==> config.mk <==
export PLATFORM = sky130hd
export DESIGN_NAME = clock_div_multi
export DESIGN_NICKNAME = d
export VERILOG_FILES = /design/src/rtl/clock_div_pkg.sv /design/src/rtl/clock_div_chan.sv /design/src/rtl/clock_div_multi.sv
export SDC_FILE = /design/constraint.sdc
export NUM_CORES = 1
export LEC_CHECK = 0
export ABC_AREA = 0
export CAP_MARGIN = 20
export CELL_PAD_IN_SITES_DETAIL_PLACEMENT = 0
export CELL_PAD_IN_SITES_GLOBAL_PLACEMENT = 1
export CORE_ASPECT_RATIO = 1.1
export CORE_MARGIN = 10
export CORE_UTILIZATION = 38
export DETAILED_ROUTE_END_ITERATION = 10
export PLACE_DENSITY = 0.7
export SLEW_MARGIN = 20
export SYNTH_ARGS = -nofsm -noshare
export SYNTH_HDL_FRONTEND = slang
export SYNTH_SLANG_ARGS = --single-unit
export TNS_END_PERCENT = 50
==> constraint.sdc <==
create_clock -name clk_in -period 4.1 [get_ports clk_in]
set_input_delay 0.41 -clock clk_in [delete_from_list [all_inputs] [get_ports clk_in]]
set_output_delay 0.41 -clock clk_in [all_outputs]
set_load 0.01 [all_outputs]
==> src/rtl/clock_div_pkg.sv <==
// Shared definitions for the multi-channel programmable clock/tick generator:
// channel-select width helper, reset defaults and the per-channel config record.
package clock_div_pkg;

    localparam int RST_DIV   = 999;
    localparam int RST_HIGH  = 500;
    localparam int CFG_MAX_W = 32;

    typedef struct packed {
        logic [CFG_MAX_W-1:0] div;
        logic [CFG_MAX_W-1:0] high;
    } chan_cfg_t;

    // Channel-select width; a single channel still gets a 1-bit select.
    function automatic int calc_cw(input int n);
        return (n < 2) ? 1 : $clog2(n);
    endfunction

endpackage

==> src/rtl/clock_div_chan.sv <==
// One divider channel: free-running period counter with shadowed divisor/high-time
// that only takes effect at a period boundary, plus registered tick and level outputs.
module clock_div_chan
    import clock_div_pkg::*;
#(
    parameter int W        = 16,
    parameter int DEF_DIV  = RST_DIV,
    parameter int DEF_HIGH = RST_HIGH
) (
    input  logic      clk_in,
    input  logic      reset,
    input  logic      en,
    input  logic      sync_all,
    input  logic      wr,
    input  chan_cfg_t cfg,
    output logic      cfg_pending,
    output logic      clk_out,
    output logic      tick
);

    logic [W-1:0] count_r, act_div_r, act_high_r, shd_div_r, shd_high_r;
    logic [W-1:0] new_div_s, new_high_s, d_s, nxt_count_s, nxt_act_div_s, nxt_act_high_s;
    logic         wrap_s;

    // A divisor of zero behaves like one so the period never drops below two cycles.
    function automatic logic [W-1:0] eff_div(input logic [W-1:0] v);
        return (v == {W{1'b0}}) ? W'(1) : v;
    endfunction

    assign new_div_s  = cfg.div[W-1:0];
    assign new_high_s = cfg.high[W-1:0];

    if (W < CFG_MAX_W) begin : g_pad
        logic unused_pad_s;
        assign unused_pad_s = ^{cfg.div[CFG_MAX_W-1:W], cfg.high[CFG_MAX_W-1:W]};
    end

    // Next-state: wrap/apply decision, immediate apply while disabled, next count.
    always_comb begin
        d_s            = eff_div(act_div_r);
        wrap_s         = en && (sync_all || (count_r == d_s));
        nxt_act_div_s  = act_div_r;
        nxt_act_high_s = act_high_r;
        if (wrap_s) begin
            nxt_act_div_s  = shd_div_r;
            nxt_act_high_s = shd_high_r;
        end else if (!en && wr) begin
            nxt_act_div_s  = new_div_s;
            nxt_act_high_s = new_high_s;
        end else begin
            nxt_act_div_s  = act_div_r;
            nxt_act_high_s = act_high_r;
        end
        // Parking a disabled channel at its wrap point makes re-enable tick at once.
        if (!en) begin
            nxt_count_s = eff_div(nxt_act_div_s);
        end else if (wrap_s) begin
            nxt_count_s = {W{1'b0}};
        end else begin
            nxt_count_s = count_r + W'(1);
        end
    end

    // Channel state and registered outputs aligned to the newly loaded count.
    always_ff @(posedge clk_in) begin
        if (reset) begin
            count_r     <= W'(DEF_DIV);
            act_div_r   <= W'(DEF_DIV);
            shd_div_r   <= W'(DEF_DIV);
            act_high_r  <= W'(DEF_HIGH);
            shd_high_r  <= W'(DEF_HIGH);
            cfg_pending <= 1'b0;
            clk_out     <= 1'b0;
            tick        <= 1'b0;
        end else begin
            count_r    <= nxt_count_s;
            act_div_r  <= nxt_act_div_s;
            act_high_r <= nxt_act_high_s;
            if (wr) begin
                shd_div_r   <= new_div_s;
                shd_high_r  <= new_high_s;
                cfg_pending <= en;
            end else if (wrap_s) begin
                cfg_pending <= 1'b0;
            end else begin
                cfg_pending <= cfg_pending;
            end
            clk_out <= en && (nxt_count_s < nxt_act_high_s);
            tick    <= en && (nxt_count_s == {W{1'b0}});
        end
    end

endmodule

==> src/rtl/clock_div_multi.sv <==
// NCH-channel programmable clock/tick generator: decodes the config channel select
// into per-channel write strobes and replicates the divider channel.
module clock_div_multi
    import clock_div_pkg::*;
#(
    parameter int NCH      = 4,
    parameter int W        = 16,
    parameter int DEF_DIV  = RST_DIV,
    parameter int DEF_HIGH = RST_HIGH
) (
    input  logic                    clk_in,
    input  logic                    reset,
    input  logic [NCH-1:0]          en,
    input  logic                    sync_all,
    input  logic                    cfg_wr,
    input  logic [calc_cw(NCH)-1:0] cfg_ch,
    input  logic [W-1:0]            cfg_div,
    input  logic [W-1:0]            cfg_high,
    output logic [NCH-1:0]          cfg_pending,
    output logic [NCH-1:0]          clk_out,
    output logic [NCH-1:0]          tick
);

    localparam int CW = calc_cw(NCH);

    chan_cfg_t      cfg_s;
    logic [NCH-1:0] wr_s;

    // Select codes at or above NCH match no channel, so such writes are dropped.
    always_comb begin
        cfg_s.div  = CFG_MAX_W'(cfg_div);
        cfg_s.high = CFG_MAX_W'(cfg_high);
        for (int i = 0; i < NCH; i++) begin
            wr_s[i] = cfg_wr && (cfg_ch == CW'(i));
        end
    end

    for (genvar g = 0; g < NCH; g++) begin : g_chan
        clock_div_chan #(
            .W        (W),
            .DEF_DIV  (DEF_DIV),
            .DEF_HIGH (DEF_HIGH)
        ) u_chan (
            .clk_in      (clk_in),
            .reset       (reset),
            .en          (en[g]),
            .sync_all    (sync_all),
            .wr          (wr_s[g]),
            .cfg         (cfg_s),
            .cfg_pending (cfg_pending[g]),
            .clk_out     (clk_out[g]),
            .tick        (tick[g])
        );
    end

endmodule

==> results.json <==
{
  "drt_iter0_markers": 1264,
  "place_congestion": 0.938,
  "clockRootBuffer": "clkbuf_16",
  "cts_max_level": 2,
  "final_common_cell": "nand2_1",
  "synth-main-ff-cell": "dfxtp_1",
  "final.min_clock_period_ns": 3.86,
  "hp-class": "in2reg",
  "ys_ff_latch": 332,
  "grt_pass1_vias": 15468,
  "syn-instance-count": 2222,
  "grt_max_degree": 87,
  "criticalPathCategory": "reg2reg",
  "via_per_inst": 5.54,
  "grt_pass1_wl_mm": 95.1,
  "final_cell_mix": "nand2_1, dfxtp_1, a21oi_1",
  "end_kind": "flip-flop",
  "power_density_nw_per_um2": 411,
  "cp-start-kind": "flip-flop",
  "ant_nets": 0,
  "finClkSkew_ns": 0.0138,
  "pin_count": 54,
  "grt.total_usage_pct": 22.3,
  "synth_sequential_area_ratio_pct": 38.3,
  "timing_hold_violations_final": 0,
  "die_w_um": 224,
  "status": "completed",
  "first_pass_iters": 5,
  "ys_types": 65,
  "numCtsBuffers": 40,
  "placed_cells": 2814,
  "max-cap-violations": 0,
  "syn_area_um2": 17400,
  "crit_fanout": 3,
  "nets": 2375,
  "synth_fp_nets": 2328,
  "ir_drop_v": 0.000245,
  "grt-ovfl-total": 0,
  "tritoncts": "built",
  "clock_sinks": 332,
  "slew_headroom_pct": 52.5,
  "drc": 0,
  "worstMarginPinSlew_ns": 0.712,
  "fin_crit_sh_pct": 94.1,
  "ys_async_sr_fraction_pct": 0,
  "cp.required_ns": 4.58,
  "postCtsHoldBufs": 0,
  "clock_latency_ns": 0.57,
  "antenna_found_initial": 2,
  "synth_edf_count": 0,
  "vias": 15964,
  "wl_per_cell_um": 21.7,
  "max_freq_ghz": 0.259,
  "synth_warnings": 0,
  "core_um2": 45300,
  "total_power_w": 0.00841,
  "layout-drive-gt1-share_pct": 11.5,
  "cts_max_path_buffers": 3,
  "dpl.hpwl_mm": 44.7,
  "maxSlewViolCount": 0,
  "finalSetupViolCount": 0,
  "portBuffers": 53,
  "drt_wl_total_mm": 62.7,
  "dieArea_um2": 54600,
  "p_leak_nw": 8.51,
  "fin_cells": 2884,
  "critPathArrivalTime_ns": 4.34,
  "rsz0062_at_grt": "true",
  "initial_core_util_pct": 38.3,
  "clkTransAtPathRegs_ns": 0.06,
  "die_y_um": 244,
  "insertedDiodeCount": 0,
  "placementRows": 82,
  "reg2reg_slack_ns": 0.24,
  "syn_area_per_cell_um2": 7.81,
  "syn_to_final_growth_pct": 17.8
}
## cells by family after synthesis
logic type                 share of synthesized area (%)
muxes                                               5.71
buffers and inverters                               4.74
and+or+nand+nor                                     26.4
adders and majority gates                           4.62
AOI/OAI and AO/OA                                   14.1
xor gates and xnor gates                            6.11
DFF                                                 38.3
## through the flow
| step | setup WS [ns] | hold slack (ns) | cell area, µm² | setup TNS, ns | utilization, % |
|---|---|---|---|---|---|
| after global placement | 0.110 | 0.442 | 19100 | 0 | 42.0 |
| after detailed placement | 0.0531 | 0.446 | 19100 | 0 | 42.0 |
| after CTS | 0.0845 | 0.298 | 20300 | 0 | 44.9 |
| final | 0.241 | 0.286 | 20400 | 0 | 45.1 |
| after global routing | -0.000498 | 0.336 | 20400 | -0.000498 | 45.1 |
| after floorplan | 0.358 | 0.433 | 17400 | 0 | - |
## path summary, 6_finish.rpt
| check | start | to | cells past startpoint |
|---|---|---|---|
| worst min register to register | g_chan[1].u_chan.shd_high_r[15]$_SDFFE_PP0P_ | g_chan[1].u_chan.shd_high_r[15]$_SDFFE_PP0P_ | 2 |
| worst max register to register | g_chan[0].u_chan.act_div_r[1]$_SDFF_PP1_ | g_chan[0].u_chan.clk_out$_SDFF_PP0_ | 15 |
| worst min-delay path | reset | g_chan[3].u_chan.act_high_r[10]$_SDFF_PP0_ | 2 |
| worst max-delay path | g_chan[0].u_chan.act_div_r[1]$_SDFF_PP1_ | g_chan[0].u_chan.clk_out$_SDFF_PP0_ | 15 |
## layer usage
layer	global-route usage, %	up-vias	wire length [µm]
met1	29.4	7684	28200
met4	9.03	0	2340
li1	-	7717	-
met2	35.9	445	28800
met5	0	-	0
met3	3.28	118	3360
## cell type report
cell class | count | area [µm²]
Fill cell | 4580 | 24900
Timing Repair Buffer | 191 | 1710
Clock inverter | 11 | 113
Inverter | 14 | 55.1
Clock buffer | 58 | 1170
Sequential cell | 332 | 6650
Tap cell | 588 | 736
Multi-Input combinational cell | 1690 | 10000
## state kept, by name, indices dropped and copies added (netlist names)
register and cells:
g_chan.u_chan.act_div_r 64, g_chan.u_chan.act_high_r 64, g_chan.u_chan.count_r 64, g_chan.u_chan.shd_div_r 64, g_chan.u_chan.shd_high_r 64, g_chan.u_chan.cfg_pending 4, g_chan.u_chan.clk_out 4, g_chan.u_chan.tick 4
## what timing repair did
action | in CTS | in global routing
hold endpoints to repair | 0 | 0
buffers inserted | 0 | 1
gates resized for setup | 0 | 18
endpoints found under the setup margin | 0 | 3
## power by group
part	switching [W]	internal, W	total, W
Combinational	0.000776	0.000542	0.00132
Clock	0.00146	0.00210	0.00356
Sequential	0.000148	0.00338	0.00353
Total	0.00238	0.00602	0.00841
## worst max-delay path, stage by stage, from the launching register on
cell,delay (ns)
dfxtp_1,0.32
or4_4,0.55
nor4_4,0.17
a41oi_1,0.16
buf_4,0.17
xnor2_1,0.21
o21ai_1,0.16
buf_4,0.18
o22ai_1,0.20
ha_1,0.30
a21o_1,0.18
a21oi_1,0.29
nand3b_1,0.15
or2_2,0.29
a2111o_1,0.27
o21ai_0,0.16
## cell usage after synthesis, drive strengths merged (5+ instances only)
master / instances / area, µm²
nand3b: 5 / 37.5
and2: 37 / 231
nand3: 56 / 280
a31o: 9 / 78.8
xnor2: 66 / 578
a41oi: 6 / 52.6
or3: 9 / 56.3
nor4: 25 / 163
a211o: 5 / 43.8
a21boi: 31 / 233
o21a: 6 / 45.0
nor2: 138 / 518
a311oi: 30 / 263
inv: 13 / 48.8
and4: 12 / 105
nand2: 575 / 2160
o22ai: 47 / 294
a31oi: 6 / 37.5
o21ai: 48 / 240
nor3: 31 / 155
and3: 34 / 213
buf: 34 / 198
o211ai: 8 / 60.1
nand2b: 32 / 200
nor2b: 10 / 62.6
mux2: 16 / 180
a21oi: 139 / 696
dfxtp: 332 / 6650
or2: 12 / 75.1
xor2: 55 / 482
a211oi: 11 / 82.6
clkbuf: 152 / 572
mux2i: 81 / 811
a21o: 18 / 135
nand4: 34 / 213
ha: 64 / 801
No activity file was read; power rests on OpenSTA's default activity.
